## src/rtl/mfp_irq_pkg.sv

```systemverilog
//------------------------------------------------------------------------------
// Module  : mfp_irq_pkg
// Brief   : Shared defaults, constants and priority encoder for the IRQ router.
// Rev     : 1.0  initial release
//------------------------------------------------------------------------------
`default_nettype none

package mfp_irq_pkg;

  localparam int IRQ_SRC_COUNT_DEF    = 8;
  localparam int IRQ_EIC_CHANNELS_DEF = 32;
  localparam int IRQ_SRC_EIC_BASE_DEF = 2;
  localparam int IRQ_TIMER_EIC_CH_DEF = 31;
  localparam int IRQ_TIMER_HW_DEF     = 5;

  localparam int IRQ_IPTI_OFFSET = 2;
  localparam int IRQ_SW_CHANNELS = 2;

  // Encoder is sized for the largest legal source count.
  localparam int IRQ_MAX_SRC = 24;
  localparam int IRQ_ID_W    = 5;

  // Returns {valid, index} of the highest-numbered set bit.
  function automatic logic [IRQ_ID_W:0] irq_prio_enc(input logic [IRQ_MAX_SRC-1:0] vec);
    logic [IRQ_ID_W:0] r;
    r = '0;
    for (int i = 0; i < IRQ_MAX_SRC; i++) begin
      if (vec[i]) r = {1'b1, IRQ_ID_W'(i)};
    end
    return r;
  endfunction

endpackage

`default_nettype wire

```

## src/rtl/mfp_irq_sync_edge.sv

```systemverilog
//------------------------------------------------------------------------------
// Module  : mfp_irq_sync_edge
// Brief   : Per-source 2-flop synchroniser, optional edge detect and pending
//           latch (edge support present when MFP_IRQ_EDGE_EN is defined).
// Rev     : 1.0  initial release
//------------------------------------------------------------------------------
`default_nettype none

module mfp_irq_sync_edge (
  input  logic clk_i,
  input  logic rst_i,
  input  logic src_i,
  input  logic edge_i,
  input  logic ack_i,
  output logic pending_o
);

  logic s1_q;
  logic s2_q;

`ifdef MFP_IRQ_EDGE_EN
  logic s3_q;
  logic lat_q;
  logic lat_d;

  // Leaving edge mode drops the latch; a fresh edge beats a same-cycle ack.
  always_comb begin
    lat_d = lat_q;
    if (!edge_i)              lat_d = 1'b0;
    else if (s2_q && !s3_q)   lat_d = 1'b1;
    else if (ack_i)           lat_d = 1'b0;
  end

  always_ff @(posedge clk_i or posedge rst_i) begin
    if (rst_i) begin
      s1_q  <= 1'b0;
      s2_q  <= 1'b0;
      s3_q  <= 1'b0;
      lat_q <= 1'b0;
    end else begin
      s1_q  <= src_i;
      s2_q  <= s1_q;
      s3_q  <= s2_q;
      lat_q <= lat_d;
    end
  end

  assign pending_o = edge_i ? lat_q : s2_q;
`else
  logic w_unused_sense;

  always_ff @(posedge clk_i or posedge rst_i) begin
    if (rst_i) begin
      s1_q <= 1'b0;
      s2_q <= 1'b0;
    end else begin
      s1_q <= src_i;
      s2_q <= s1_q;
    end
  end

  assign w_unused_sense = edge_i ^ ack_i;
  assign pending_o      = s2_q;
`endif

endmodule

`default_nettype wire

```

## src/rtl/mfp_irq_router.sv

```systemverilog
//------------------------------------------------------------------------------
// Module  : mfp_irq_router
// Brief   : Peripheral interrupt router feeding the EIC vector, compatibility
//           SI_Int/SI_IPTI lines and a registered priority ID.
//           Edge sense/ack support is built when MFP_IRQ_EDGE_EN is defined.
// Rev     : 1.0  initial release
//------------------------------------------------------------------------------
`default_nettype none

module mfp_irq_router
  import mfp_irq_pkg::*;
#(
  parameter int SRC_COUNT    = IRQ_SRC_COUNT_DEF,
  parameter int EIC_CHANNELS = IRQ_EIC_CHANNELS_DEF,
  parameter int SRC_EIC_BASE = IRQ_SRC_EIC_BASE_DEF,
  parameter int TIMER_EIC_CH = IRQ_TIMER_EIC_CH_DEF,
  parameter int TIMER_HW     = IRQ_TIMER_HW_DEF
) (
  input  logic                    SI_ClkIn,
  input  logic                    SI_Reset,
  input  logic                    SI_EICPresent,
  input  logic                    SI_TimerInt,
  input  logic [1:0]              SI_SWInt,
  input  logic [7:0]              EIC_Interrupt,
  input  logic [SRC_COUNT-1:0]    irq_src,
  input  logic [SRC_COUNT-1:0]    irq_edge,
  input  logic [SRC_COUNT-1:0]    irq_mask,
  input  logic                    irq_ack,
  input  logic [((SRC_COUNT > 1) ? $clog2(SRC_COUNT) : 1)-1:0] irq_ack_id,
  output logic [EIC_CHANNELS-1:0] EIC_input,
  output logic [7:0]              SI_Int,
  output logic [2:0]              SI_IPTI,
  output logic [SRC_COUNT-1:0]    irq_pending,
  output logic                    irq_active,
  output logic [((SRC_COUNT > 1) ? $clog2(SRC_COUNT) : 1)-1:0] irq_id
);

  localparam int ID_W = (SRC_COUNT > 1) ? $clog2(SRC_COUNT) : 1;

  logic [SRC_COUNT-1:0]   w_ack_hit;
  logic [SRC_COUNT-1:0]   w_eff;
  logic [IRQ_MAX_SRC-1:0] w_eff_ext;
  logic [IRQ_ID_W:0]      w_prio;
  logic [7:0]             w_compat_int;
  logic                   w_unused_prio;

  logic                   active_q;
  logic [ID_W-1:0]        id_q;

  for (genvar i = 0; i < SRC_COUNT; i++) begin : g_src
    assign w_ack_hit[i] = irq_ack && (irq_ack_id == ID_W'(i));

    mfp_irq_sync_edge u_sync (
      .clk_i     (SI_ClkIn),
      .rst_i     (SI_Reset),
      .src_i     (irq_src[i]),
      .edge_i    (irq_edge[i]),
      .ack_i     (w_ack_hit[i]),
      .pending_o (irq_pending[i])
    );
  end

  assign w_eff = irq_pending & irq_mask;

  always_comb begin
    EIC_input                                = '0;
    EIC_input[IRQ_SW_CHANNELS-1:0]           = SI_SWInt;
    EIC_input[TIMER_EIC_CH]                  = SI_TimerInt;
    EIC_input[SRC_EIC_BASE +: SRC_COUNT]     = w_eff;
  end

  // Only the six compatibility hardware lines can carry sources; the timer's line stays free.
  for (genvar k = 0; k < 8; k++) begin : g_compat
    if ((k < SRC_COUNT) && (k < 6) && (k != TIMER_HW)) begin : g_map
      assign w_compat_int[k] = w_eff[k];
    end else begin : g_zero
      assign w_compat_int[k] = 1'b0;
    end
  end

  assign SI_Int  = SI_EICPresent ? EIC_Interrupt : w_compat_int;
  assign SI_IPTI = SI_EICPresent ? 3'd0 : 3'(TIMER_HW + IRQ_IPTI_OFFSET);

  assign w_eff_ext     = IRQ_MAX_SRC'(w_eff);
  assign w_prio        = irq_prio_enc(w_eff_ext);
  assign w_unused_prio = ^w_prio;

  // ID holds its last value while nothing is requesting.
  always_ff @(posedge SI_ClkIn or posedge SI_Reset) begin
    if (SI_Reset) begin
      active_q <= 1'b0;
      id_q     <= '0;
    end else begin
      active_q <= w_prio[IRQ_ID_W];
      if (w_prio[IRQ_ID_W]) id_q <= w_prio[ID_W-1:0];
    end
  end

  assign irq_active = active_q;
  assign irq_id     = id_q;

endmodule

`default_nettype wire

```

## config.mk

```make
export PLATFORM = sky130hd
export DESIGN_NAME = mfp_irq_router
export DESIGN_NICKNAME = d
export VERILOG_FILES = /design/src/rtl/mfp_irq_pkg.sv /design/src/rtl/mfp_irq_sync_edge.sv /design/src/rtl/mfp_irq_router.sv
export SDC_FILE = /design/constraint.sdc
export NUM_CORES = 1
export LEC_CHECK = 0
export CAP_MARGIN = 20
export CORE_ASPECT_RATIO = 1.25
export CORE_MARGIN = 2
export CORE_UTILIZATION = 60
export DETAILED_ROUTE_END_ITERATION = 10
export DONT_BUFFER_PORTS = 1
export PLACE_DENSITY = 0.76
export SLEW_MARGIN = 10
export SYNTH_ARGS = -nofsm -noshare
export SYNTH_HDL_FRONTEND = slang
export SYNTH_SLANG_ARGS = --single-unit
```

## constraint.sdc

```tcl
create_clock -name SI_ClkIn -period 1.6 [get_ports SI_ClkIn]
set_clock_uncertainty 0.2 [all_clocks]
set_input_delay 0.16 -clock SI_ClkIn [delete_from_list [all_inputs] [get_ports SI_ClkIn]]
set_output_delay 0.16 -clock SI_ClkIn [all_outputs]
set_load 0.02 [all_outputs]
```

# Word-level counts from Yosys, hierarchy flattened
# Cells that the tools add are included.
# totals
elab_cells	29
input_bits	42
out_inout_bits	55
regBits	20
# op_classes
n_bitwise	1
muxes	10
# ops
op	n
2-to-1 mux 6 bit	8
AND 8 bit	1
2-to-1 mux 8 bit	1
2-to-1 mux 3 bit	1

# Longest topological paths before layout
# logic_depth
word_depth	9
depth_mapped	4
ltp_nobuf	4

# Modules after synthesis
# From an unflattened synthesis, not the netlist that was laid out.
# hier_totals
hier_cells	109
area_unflattened_um2	1043.5
# modules_own_cells
mod	instances	seq_area_each_um2	cells_each	area_each_um2
mfp_irq_router	1	100.1	85	613.1
mfp_irq_sync_edge	8	50.0	3	53.8

# Least setup slack after synthesis
# No wires, ideal clock.
# synth_path
path_type	flip-flop to flip-flop
from	register g_src[3].u_sync.s2_q
to	register id_q[0], in the netlist irq_id[0]
setup_ns	0.125
period_less_slack_ns	1.469
path_buffers	0
stages_incl_launch_ff	5
t_arrival_ns	1.144
required_time_ns	1.275
slack_ns	0.131
cell_sequence	dfrtp_1 and2_1 a31oi_1 o221ai_1 mux2_4
# synth_between
elab_chain_cells	6
# synth_rtl
element	line	text
from (decl)	mfp_irq_sync_edge.sv:19	logic s2_q;
from (signal assigned)	mfp_irq_sync_edge.sv:58	s2_q <= s1_q;
AND 8 bit	mfp_irq_router.sv:63	assign w_eff = irq_pending & irq_mask;
net EIC_input[5]	mfp_irq_router.sv:30	output logic [EIC_CHANNELS-1:0] EIC_input,
2-to-1 mux 6 bit (5 in a row)	mfp_irq_pkg.sv:28	if (vec[i]) r = {1'b1, IRQ_ID_W'(i)};
to (signal assigned)	mfp_irq_router.sv:95	if (w_prio[IRQ_ID_W]) id_q <= w_prio[ID_W-1:0];
to (decl)	mfp_irq_router.sv:48	logic [ID_W-1:0] id_q;
# The timed path passes the listed nets, and every way through them passes these cells.
# A chain may end at the register's enable or synchronous reset.

# Final worst setup path
# layout_path
from	register g_src[3].u_sync.s2_q
to	register id_q[1], in the netlist irq_id[1]
# layout_between
elab_chain_cells	6
# layout_rtl
element	line	text
AND 8 bit	mfp_irq_router.sv:63	
2-to-1 mux 6 bit (5 in a row)	mfp_irq_pkg.sv:28	
net w_prio[5]	mfp_irq_router.sv:43	logic [IRQ_ID_W:0] w_prio;
# The timed path passes the listed nets, and every way through them passes these cells.

==> results.sh <==
export IMPL_core_area_mm2=0.00156
export IMPL_antenna_found_initial=0
export IMPL_floorplan_die_height_um=49.7
export IMPL_chipWidth_um=40.6
export IMPL_drt_first_pass_iters=2
export IMPL_final_period_utilization_pct=103
export IMPL_post_synthesis_cell_type_count=18
export IMPL_design_die_area_mm2=0.00202
export IMPL_final_nets=165
export IMPL_finalWeightedCongestion=0.806
export IMPL_syn_instance_count=96
export IMPL_clkSinkCount=20
export IMPL_synthesis_yosys_warnings=0
export IMPL_floorplan_initialDensity_pct=64.3
export IMPL_cts_tree="yes"
export IMPL_drive_gt1_share_pct=28.7
export IMPL_antenna_cells_inserted=0
export IMPL_whs_ps=12.6
export IMPL_cp_arrival_ps=1620
export IMPL_setup_viol_count_final=3
export IMPL_critical_path_startpoint_type="flop"
export IMPL_global_route_wire_length_before_repair_um=2630
export IMPL_outcome="finished with violations"
export IMPL_holdPathStages=3
export IMPL_drc_errors=0
export IMPL_final_max_slew_viol_count=0
export IMPL_clock_root_buffer="sky130_fd_sc_hd__clkbuf_4"
export IMPL_post_dp_hpwl_um=1410
export IMPL_stdcell_count=140
export IMPL_crit_fanout=3
export IMPL_global_route_overflow_total=0
export IMPL_mostFrequentLayoutCell="sky130_fd_sc_hd__buf_4"
export IMPL_drt_vias_per_instance=4.58
export IMPL_drt_antenna_violating_nets=0
export IMPL_grt_max_degree=21
export IMPL_synth_cell_area_mm2=0.00100
export IMPL_failed_checks="setup timing"
export IMPL_fin_crit_ps=1640
export IMPL_worst_hold_path_type="in -> reg"
export IMPL_most_common_layout_cells="23 x sky130_fd_sc_hd__buf_4, 21 x sky130_fd_sc_hd__conb_1, 20 x sky130_fd_sc_hd__dfrtp_1"
export IMPL_power_leakage_uw=0.000664
export IMPL_placement_io_buffers=0
export IMPL_cts_reportedPaths_clkPinSlew_ps=110
export IMPL_seq_area_frac_synth_pct=49.9
export IMPL_hold_viol_final=0
export IMPL_class_of_the_most_critical_setup_path="reg -> reg"
export IMPL_cts_max_level=1
export IMPL_setup_slack_ps=-40.6
export IMPL_power_density_mw_per_mm2=1000
export IMPL_critPathCaptureType="flop"
export IMPL_cap_violations=0
export IMPL_syn_mean_instance_area_um2=10.5
export IMPL_floorplan_io_pins=97
export IMPL_grt_use_total_pct=20.6
export IMPL_rsz0062_at_grt="true"
export IMPL_postSynthRegisterBits=20
export IMPL_required_ps=1580
export IMPL_wl_um=1890
export IMPL_r2r_cells=5
export IMPL_dr_total_vias=641
export IMPL_cts_buffers=3
export IMPL_achievable_frequency_mhz=610
export IMPL_dpl_cell_count=120
export IMPL_clk_latency_ps=290
export IMPL_cts_root_to_sink_buffers=2
export IMPL_flow_area_growth_from_synthesis_pct=21.1
export IMPL_first_global_vias=638
export IMPL_post_drt_wl_per_cell_um=13.5
export IMPL_drt_first_iter_violations=2
export IMPL_placement_rows=16
export IMPL_worst_vdd_ir_mv=0.956
state kept, by name, summed over array words and instances (netlist names):
name                    flops
irq_id                      3
g_src.u_sync.pending_o      8
irq_active                  1
g_src.u_sync.s1_q           8
path summary, 6_finish.rpt:
check	from	to	slack, ps
max	g_src[3].u_sync.pending_o$_DFF_PP0_	irq_id[1]$_DFFE_PP0P_	-40
min	irq_mask[1]	irq_active$_DFF_PP0_	10
max reg2reg	g_src[3].u_sync.pending_o$_DFF_PP0_	irq_id[1]$_DFFE_PP0P_	-40
min reg2reg	g_src[3].u_sync.s1_q$_DFF_PP0_	g_src[3].u_sync.pending_o$_DFF_PP0_	160
max in group asynchronous	SI_Reset	irq_id[1]$_DFFE_PP0P_	890
min in group asynchronous	SI_Reset	g_src[4].u_sync.s1_q$_DFF_PP0_	110
cell families (layout without fill, tap and decap cells):
| logic type | Yosys count | after routing | share of synthesized area, % |
|---|---|---|---|
| flops | 20 | 20 | 49.9 |
| buf+inv | 44 | 50 | 29.2 |
| mux | 3 | 3 | 4.11 |
| other cells | 1 | 21 | 0.374 |
| simple gates | 19 | 19 | 10.1 |
| compound gates | 9 | 9 | 6.36 |
cell type report:
| type | count | area (µm²) |
|---|---|---|
| Multi-Input combinational cell | 52 | 292 |
| Fill cell | 102 | 347 |
| Inverter | 9 | 33.8 |
| Sequential cell | 20 | 500 |
| Tap cell | 18 | 22.5 |
| Timing Repair Buffer | 37 | 314 |
| Clock inverter | 1 | 30.0 |
| Clock buffer | 3 | 22.5 |
where the power goes:
part | total, µW | switching [µW] | leakage (µW) | internal, µW
clock | 395 | 142 | 0.0000279 | 253
sequential | 567 | 31.3 | 0.000229 | 536
combinational | 255 | 154 | 0.000408 | 101
total | 1220 | 327 | 0.000664 | 890
routing by layer:
layer / wire length [µm] / GRT usage, % / vias up
li1: - / - / 296
met1: 557 / 19.0 / 287
met2: 1040 / 34.4 / 48
met3: 202 / 4.95 / 10
met4: 92 / 17.2 / 0
met5: 0 / 0 / -
worst max-delay path: stages, from the launching register on:
cell and delay (ps):
sky130_fd_sc_hd__dfrtp_1 410, sky130_fd_sc_hd__buf_4 140, sky130_fd_sc_hd__a22oi_2 180, sky130_fd_sc_hd__and3_4 230, sky130_fd_sc_hd__nand2b_4 70, sky130_fd_sc_hd__mux2_4 300
synth_stat cells, drive strengths merged:
cell type,n,area share (%)
a21o,1,0.75
a22oi,1,1.2
a31oi,1,0.62
and2,4,2.5
and3,1,1.1
buf,34,25
clkbuf,1,0.37
conb,1,0.37
dfrtp,20,50
inv,9,3.4
mux2,3,4.1
nand2,12,4.5
nand2b,1,1.4
nand4,1,0.62
o21ai,4,2.0
o221ai,1,0.87
o311ai,1,0.87
metrics by stage:
stage | utilization [%] | power, µW | setup TNS, ps | instance area (µm²) | setup WS, ps
finish | 77.8 | 1220 | -92.1 | 1210 | -40.6
global route | 77.8 | 1270 | -282 | 1210 | -91.9
CTS | 77.3 | 1220 | -85.7 | 1210 | -37.1
detailed placement | 64.0 | 794 | 0 | 1000 | 64.2
global placement | 64.0 | 786 | 0 | 1000 | 95.1
floorplan | - | 799 | 0 | 1080 | 131
timing repair:
item / 4_1_cts / 5_1_grt
hold buffers: 13 / 0
setup buffers: 2 / 1
resized for setup: 3 / 2
endpoints found under the hold margin: 30 / 0
setup endpoints to repair: 1 / 5
pin swaps: 3 / 1
Power figures use the tool's default switching activity.
